<file path="config.mk">
export PLATFORM = sky130hd
export DESIGN_NAME = cbc_byte_encryptor
export DESIGN_NICKNAME = d
export VERILOG_FILES = /design/src/rtl/cbc_pkg.sv /design/src/rtl/cbc_nib_cipher.sv /design/src/rtl/cbc_byte_encryptor.sv
export SDC_FILE = /design/constraint.sdc
export NUM_CORES = 1
export LEC_CHECK = 0
export BUFFER_PORTS_ARGS = -buffer_cell sky130_fd_sc_hd__buf_4
export CORE_ASPECT_RATIO = 0.5
export CORE_MARGIN = 4
export CORE_UTILIZATION = 30
export DETAILED_ROUTE_END_ITERATION = 16
export PLACE_DENSITY = 0.55
export SYNTH_ARGS = -nofsm -noshare
export SYNTH_HDL_FRONTEND = slang
export SYNTH_HIERARCHICAL = 1
export SYNTH_SLANG_ARGS = --single-unit
</file>
<file path="constraint.sdc">
create_clock -name clk -period 4.04 [get_ports clk]
set_input_delay 0.404 -clock clk [delete_from_list [all_inputs] [get_ports clk]]
set_output_delay 0.404 -clock clk [all_outputs]
set_load 0.01 [all_outputs]
</file>
<file path="src/rtl/cbc_pkg.sv">
// rtl/cbc_pkg.sv - shared constants, types, state encoding and nibble cipher functions
// Contents: NIB_W/BYTE_W widths, nib_t, state_t, cbc_enc_nib(x,k), cbc_dec_nib(y,k)
package cbc_pkg;

  localparam int NIB_W  = 4;
  localparam int BYTE_W = 2 * NIB_W;

  typedef logic [NIB_W-1:0] nib_t;

  typedef enum logic [2:0] {
    IDLE,
    WAIT_IN,
    ENC_HI,
    ENC_LO,
    HOLD
  } state_t;

  // E(x,k) = rotl1(x ^ k)
  function automatic nib_t cbc_enc_nib(input nib_t x, input nib_t k);
    nib_t t;
    t = x ^ k;
    return {t[NIB_W-2:0], t[NIB_W-1]};
  endfunction

  // D(y,k) = rotr1(y) ^ k
  function automatic nib_t cbc_dec_nib(input nib_t y, input nib_t k);
    return {y[0], y[NIB_W-1:1]} ^ k;
  endfunction

endpackage

</file>
<file path="src/rtl/cbc_nib_cipher.sv">
// rtl/cbc_nib_cipher.sv - combinational CBC nibble stage y = E(x ^ chain, k)
// Ports: x (plaintext nibble), chain (previous cipher nibble), k (key), y (cipher nibble)
module cbc_nib_cipher
  import cbc_pkg::*;
(
  input  logic [NIB_W-1:0] x,
  input  logic [NIB_W-1:0] chain,
  input  logic [NIB_W-1:0] k,
  output logic [NIB_W-1:0] y
);

  assign y = cbc_enc_nib(x ^ chain, k);

endmodule

</file>
<file path="src/rtl/cbc_byte_encryptor.sv">
// rtl/cbc_byte_encryptor.sv - streaming CBC byte encryptor, two chained nibble blocks per byte
// Ports: clk, rst_n (sync, active-low); start/k/iv open a message; in_* plaintext
// valid/ready stream; out_* ciphertext valid/ready stream; busy while not idle.
// Build option: CBC_ENC_BYTE_COUNT_EN adds byte_cnt[7:0] (saturating output handshake count).
module cbc_byte_encryptor
  import cbc_pkg::*;
(
  input  logic              clk,
  input  logic              rst_n,
  input  logic              start,
  input  logic [NIB_W-1:0]  k,
  input  logic [NIB_W-1:0]  iv,
  input  logic              in_valid,
  output logic              in_ready,
  input  logic [BYTE_W-1:0] in_data,
  input  logic              in_last,
  output logic              out_valid,
  input  logic              out_ready,
  output logic [BYTE_W-1:0] out_data,
  output logic              out_last,
`ifdef CBC_ENC_BYTE_COUNT_EN
  output logic              busy,
  output logic [7:0]        byte_cnt
`else
  output logic              busy
`endif
);

  state_t            state_q, state_d;
  nib_t              key_q, key_d;
  nib_t              ch_q, ch_d;
  nib_t              chi_q, chi_d;
  logic [BYTE_W-1:0] pin_q, pin_d;
  logic              last_q, last_d;
  logic [BYTE_W-1:0] out_data_q, out_data_d;
  logic              out_last_q, out_last_d;
  logic              out_valid_q, out_valid_d;
  logic              in_ready_q, in_ready_d;
  logic              busy_q, busy_d;

  nib_t cip_x, cip_c, cip_y;

  // One cipher stage serves both halves: ENC_HI chains from ch, ENC_LO from c_hi.
  cbc_nib_cipher u_cipher (
    .x     (cip_x),
    .chain (cip_c),
    .k     (key_q),
    .y     (cip_y)
  );

  always_comb begin
    state_d    = state_q;
    key_d      = key_q;
    ch_d       = ch_q;
    chi_d      = chi_q;
    pin_d      = pin_q;
    last_d     = last_q;
    out_data_d = out_data_q;
    out_last_d = out_last_q;

    cip_x = (state_q == ENC_LO) ? pin_q[NIB_W-1:0] : pin_q[BYTE_W-1:NIB_W];
    cip_c = (state_q == ENC_LO) ? chi_q : ch_q;

    case (state_q)
      IDLE: begin
        if (start) begin
          key_d   = k;
          ch_d    = iv;
          state_d = WAIT_IN;
        end
      end
      WAIT_IN: begin
        if (in_valid) begin
          pin_d   = in_data;
          last_d  = in_last;
          state_d = ENC_HI;
        end
      end
      ENC_HI: begin
        chi_d   = cip_y;
        state_d = ENC_LO;
      end
      ENC_LO: begin
        ch_d       = cip_y;
        out_data_d = {chi_q, cip_y};
        out_last_d = last_q;
        state_d    = HOLD;
      end
      HOLD: begin
        if (out_ready) state_d = last_q ? IDLE : WAIT_IN;
      end
      default: state_d = IDLE;
    endcase

    // Status outputs are registered from the next state so they line up with it.
    in_ready_d  = (state_d == WAIT_IN);
    out_valid_d = (state_d == HOLD);
    busy_d      = (state_d != IDLE);
  end

  always_ff @(posedge clk) begin
    if (!rst_n) begin
      state_q     <= IDLE;
      key_q       <= '0;
      ch_q        <= '0;
      chi_q       <= '0;
      pin_q       <= '0;
      last_q      <= 1'b0;
      out_data_q  <= '0;
      out_last_q  <= 1'b0;
      out_valid_q <= 1'b0;
      in_ready_q  <= 1'b0;
      busy_q      <= 1'b0;
    end else begin
      state_q     <= state_d;
      key_q       <= key_d;
      ch_q        <= ch_d;
      chi_q       <= chi_d;
      pin_q       <= pin_d;
      last_q      <= last_d;
      out_data_q  <= out_data_d;
      out_last_q  <= out_last_d;
      out_valid_q <= out_valid_d;
      in_ready_q  <= in_ready_d;
      busy_q      <= busy_d;
    end
  end

  assign in_ready  = in_ready_q;
  assign out_valid = out_valid_q;
  assign out_data  = out_data_q;
  assign out_last  = out_last_q;
  assign busy      = busy_q;

`ifdef CBC_ENC_BYTE_COUNT_EN
  logic [7:0] byte_cnt_q, byte_cnt_d;

  always_comb begin
    byte_cnt_d = byte_cnt_q;
    if (state_q == IDLE && start)
      byte_cnt_d = 8'd0;
    else if (out_valid_q && out_ready && byte_cnt_q != 8'hFF)
      byte_cnt_d = byte_cnt_q + 8'd1;
  end

  always_ff @(posedge clk) begin
    if (!rst_n) byte_cnt_q <= 8'd0;
    else        byte_cnt_q <= byte_cnt_d;
  end

  assign byte_cnt = byte_cnt_q;
`endif

endmodule

</file>
==> flow_summary.toml <==
[yosys]
synth_top_area_share_pct = 45.2
netlist_area_um2 = 1590
synth.area.top_cells = "dfxtp_1 (45%), nand2_1 (16%), a21oi_1 (7.5%), xor3_1 (6.0%), mux2i_1 (2.5%)"
syn-num-nets = 209
synth_most_common_cell = "nand2_1"
synth_edf_count = 0
synth_top_cells_by_count = "nand2_1 (68), dfxtp_1 (36), a21oi_1 (24)"
synth_top_area_cell = "dfxtp_1"
avgSynthCellArea_um2 = 8.52
synthArstFlopShare_pct = 0
synth_seq_area_share_pct = 45.2
yosys_warnings = 6
ys_seq_elements = 36
synthCells = 187
ys_dominant_reg_cell = "dfxtp_1"
ys_types = 31

[sta]
worst_pin_slew_ps = 1000
max_freq_ghz = 0.416
fin_crit_sh_pct = 59.5
fin_skew_ps = 7.40
fin_tns_setup_ps = 0
finalCriticalPeriod_ps = 2400
rsz0062_at_grt = "false"
finalHoldViolCount = 0
final-setup-viol-count = 0
drv_slew = 0
maxSlewHeadroom_pct = 33.0

[global_route]
grt_pass1_wl_um = 5640
antenna_found_initial = 0
grt_pass1_vias = 1223
track_usage_pct = 10.9
grt_max_degree = 37
grt_overflow = 0

[run]
max_cap_violations = 0

[worst_setup_path]
crit_path_cell_trace = "nand3b_1, nand2_1, nand2_1, xor3_1, nand2_1, a21oi_1"
r2r_cells = 6
worstSetupPathType = "reg -> reg"
worst_path_max_delay_cell = "nand3b_1"
required_ps = 4230
ff2ff_setup_slack_ps = 1640
cp-end-kind = "register"
crit_top_cell = "nand2_1"
worstPathArrival_ps = 2590
cpPeakStageDelay_ps = 700
crit_path_start_kind = "register"
path_max_fanout = 21

[finish]
fin_util_pct = 39.6
diodes = 0
area.growth.synth_to_final_pct = 24.7
design_area_um2 = 1990
nets = 237
drive_gt1_share_pct = 22.2

[die]
ioPinCount = 34
initial_core_util_pct = 31.7
die_area_um2 = 6610
die_h_um = 59.5
fp.coreArea_um2 = 5020
num_rows = 18
chipWidth_um = 111

[detailed_routing]
num_vias = 1302
drt_pass1_iterations = 4
drcViolationCount = 0
viasPerCell = 4.55
route.antenna.remaining_nets = 0
dr.first_iter.drc_count = 34
routed_wl_um = 3440
wire_per_inst_um = 12.0

[power]
sequentialPowerShare_pct = 46.2
p_int_mw = 0.647
power_mw = 0.840
p_leak_nw = 0.803
clockPowerShare_pct = 41.3
switching_share_pct = 23.0
net-switching-power_mw = 0.193
peakVddDrop_uv = 167
p_per_area_nw_per_um2 = 423
combPwrFrac_pct = 12.5

[placement]
gp_congestion = 0.695
post-dp-hpwl_um = 2440
placed_area_um2 = 1860
numPortBuffers = 33

[cts]
clockBufferDepth = 2
postCtsSetupBuffers = 0
clock_latency_ps = 290
cts_tree = "done"
hold_buffers = 0
cts_resized = 0
cts.htree.levels = 2
path_clk_slew_ps = 70
cts_num_sinks = 36
cts_buffers = 5
root_buffer = "clkbuf_8"

[outcome]
status = "complete, no violations"

[min_path]
min_path_cells = 3
hold_path.class = "in -> reg"
critical path, delay by kind of cell (launching register included):
family,cells,cell delay [ps]
XOR/XNOR,1,390
flip-flops,1,640
AND/OR/NAND/NOR,4,1120
AO/OA/AOI/OAI,1,150
final timing paths:
check | startpoint | endpoint
setup / recovery | state_q[0] | out_data[0]
hold / removal | in_data[0] | pin_q[0]
setup reg to reg | state_q[0] | out_data[0]
hold reg to reg | pin_q[4] | pin_q[4]
cell usage in the layout (no fill, tap or decap), types with 2 or more instances in the layout:
cell	count
buf_4	34
a21oi_1	24
clkbuf_8	7
dfxtp_1	36
and2b_1	2
nor2_1	10
a31oi_1	4
nand3b_1	2
nand3_1	4
nand2_1	68
mux2i_1	4
xor3_1	4
final cells by class:
cell class / instances / area (um2)
clock buffers: 7 / 96.3
clock inverters: 1 / 30.0
fillers: 526 / 3040
inverters: 1 / 3.75
multi-input cells: 137 / 793
flip-flops and latches: 36 / 721
well taps: 70 / 87.6
repair buffers: 34 / 255
registers in the layout, summed over array words and instances (netlist names):
register,count
last_q,1
out_last,1
in_ready,1
busy,1
state_q,3
ch_q,4
key_q,4
pin_q,8
chi_q,4
out_valid,1
out_data,8
stage by stage:
stage / std cells / setup WS, ps / hold WS, ps
after floorplan: 187 / 2410 / 437
after global placement: 278 / 1690 / 447
after detailed placement: 278 / 1650 / 451
after CTS: 286 / 1650 / 352
after global routing: 286 / 1360 / 347
final: 286 / 1640 / 355
cell families (layout without fill, tap and decap cells):
logic type	count (synthesis)	in the layout	synth area share [%]
compound gates	33	33	12.1
simple gates	96	96	29.2
flops	36	36	45.2
buf+inv	14	43	4.95
xor+xnor	4	4	5.97
mux	4	4	2.51
power groups by stage:
stage	sequential, mW	clock [mW]	combinational, mW
2_1_floorplan	0.389	0	0.0803
3_3_place_gp	0.396	0	0.105
3_5_place_dp	0.396	0	0.106
4_1_cts	0.388	0.353	0.107
5_1_grt	0.390	0.372	0.118
6_report	0.388	0.347	0.105
routing by layer:
layer | GRT usage [%] | vias up | wire, um
met5 | 0 | - | 0
met2 | 17.7 | 20 | 1570
met4 | 3.64 | 0 | 34
met1 | 13.4 | 602 | 1650
met3 | 4.69 | 4 | 182
li1 | - | 676 | -
No activity file was read; power rests on OpenSTA's default activity.
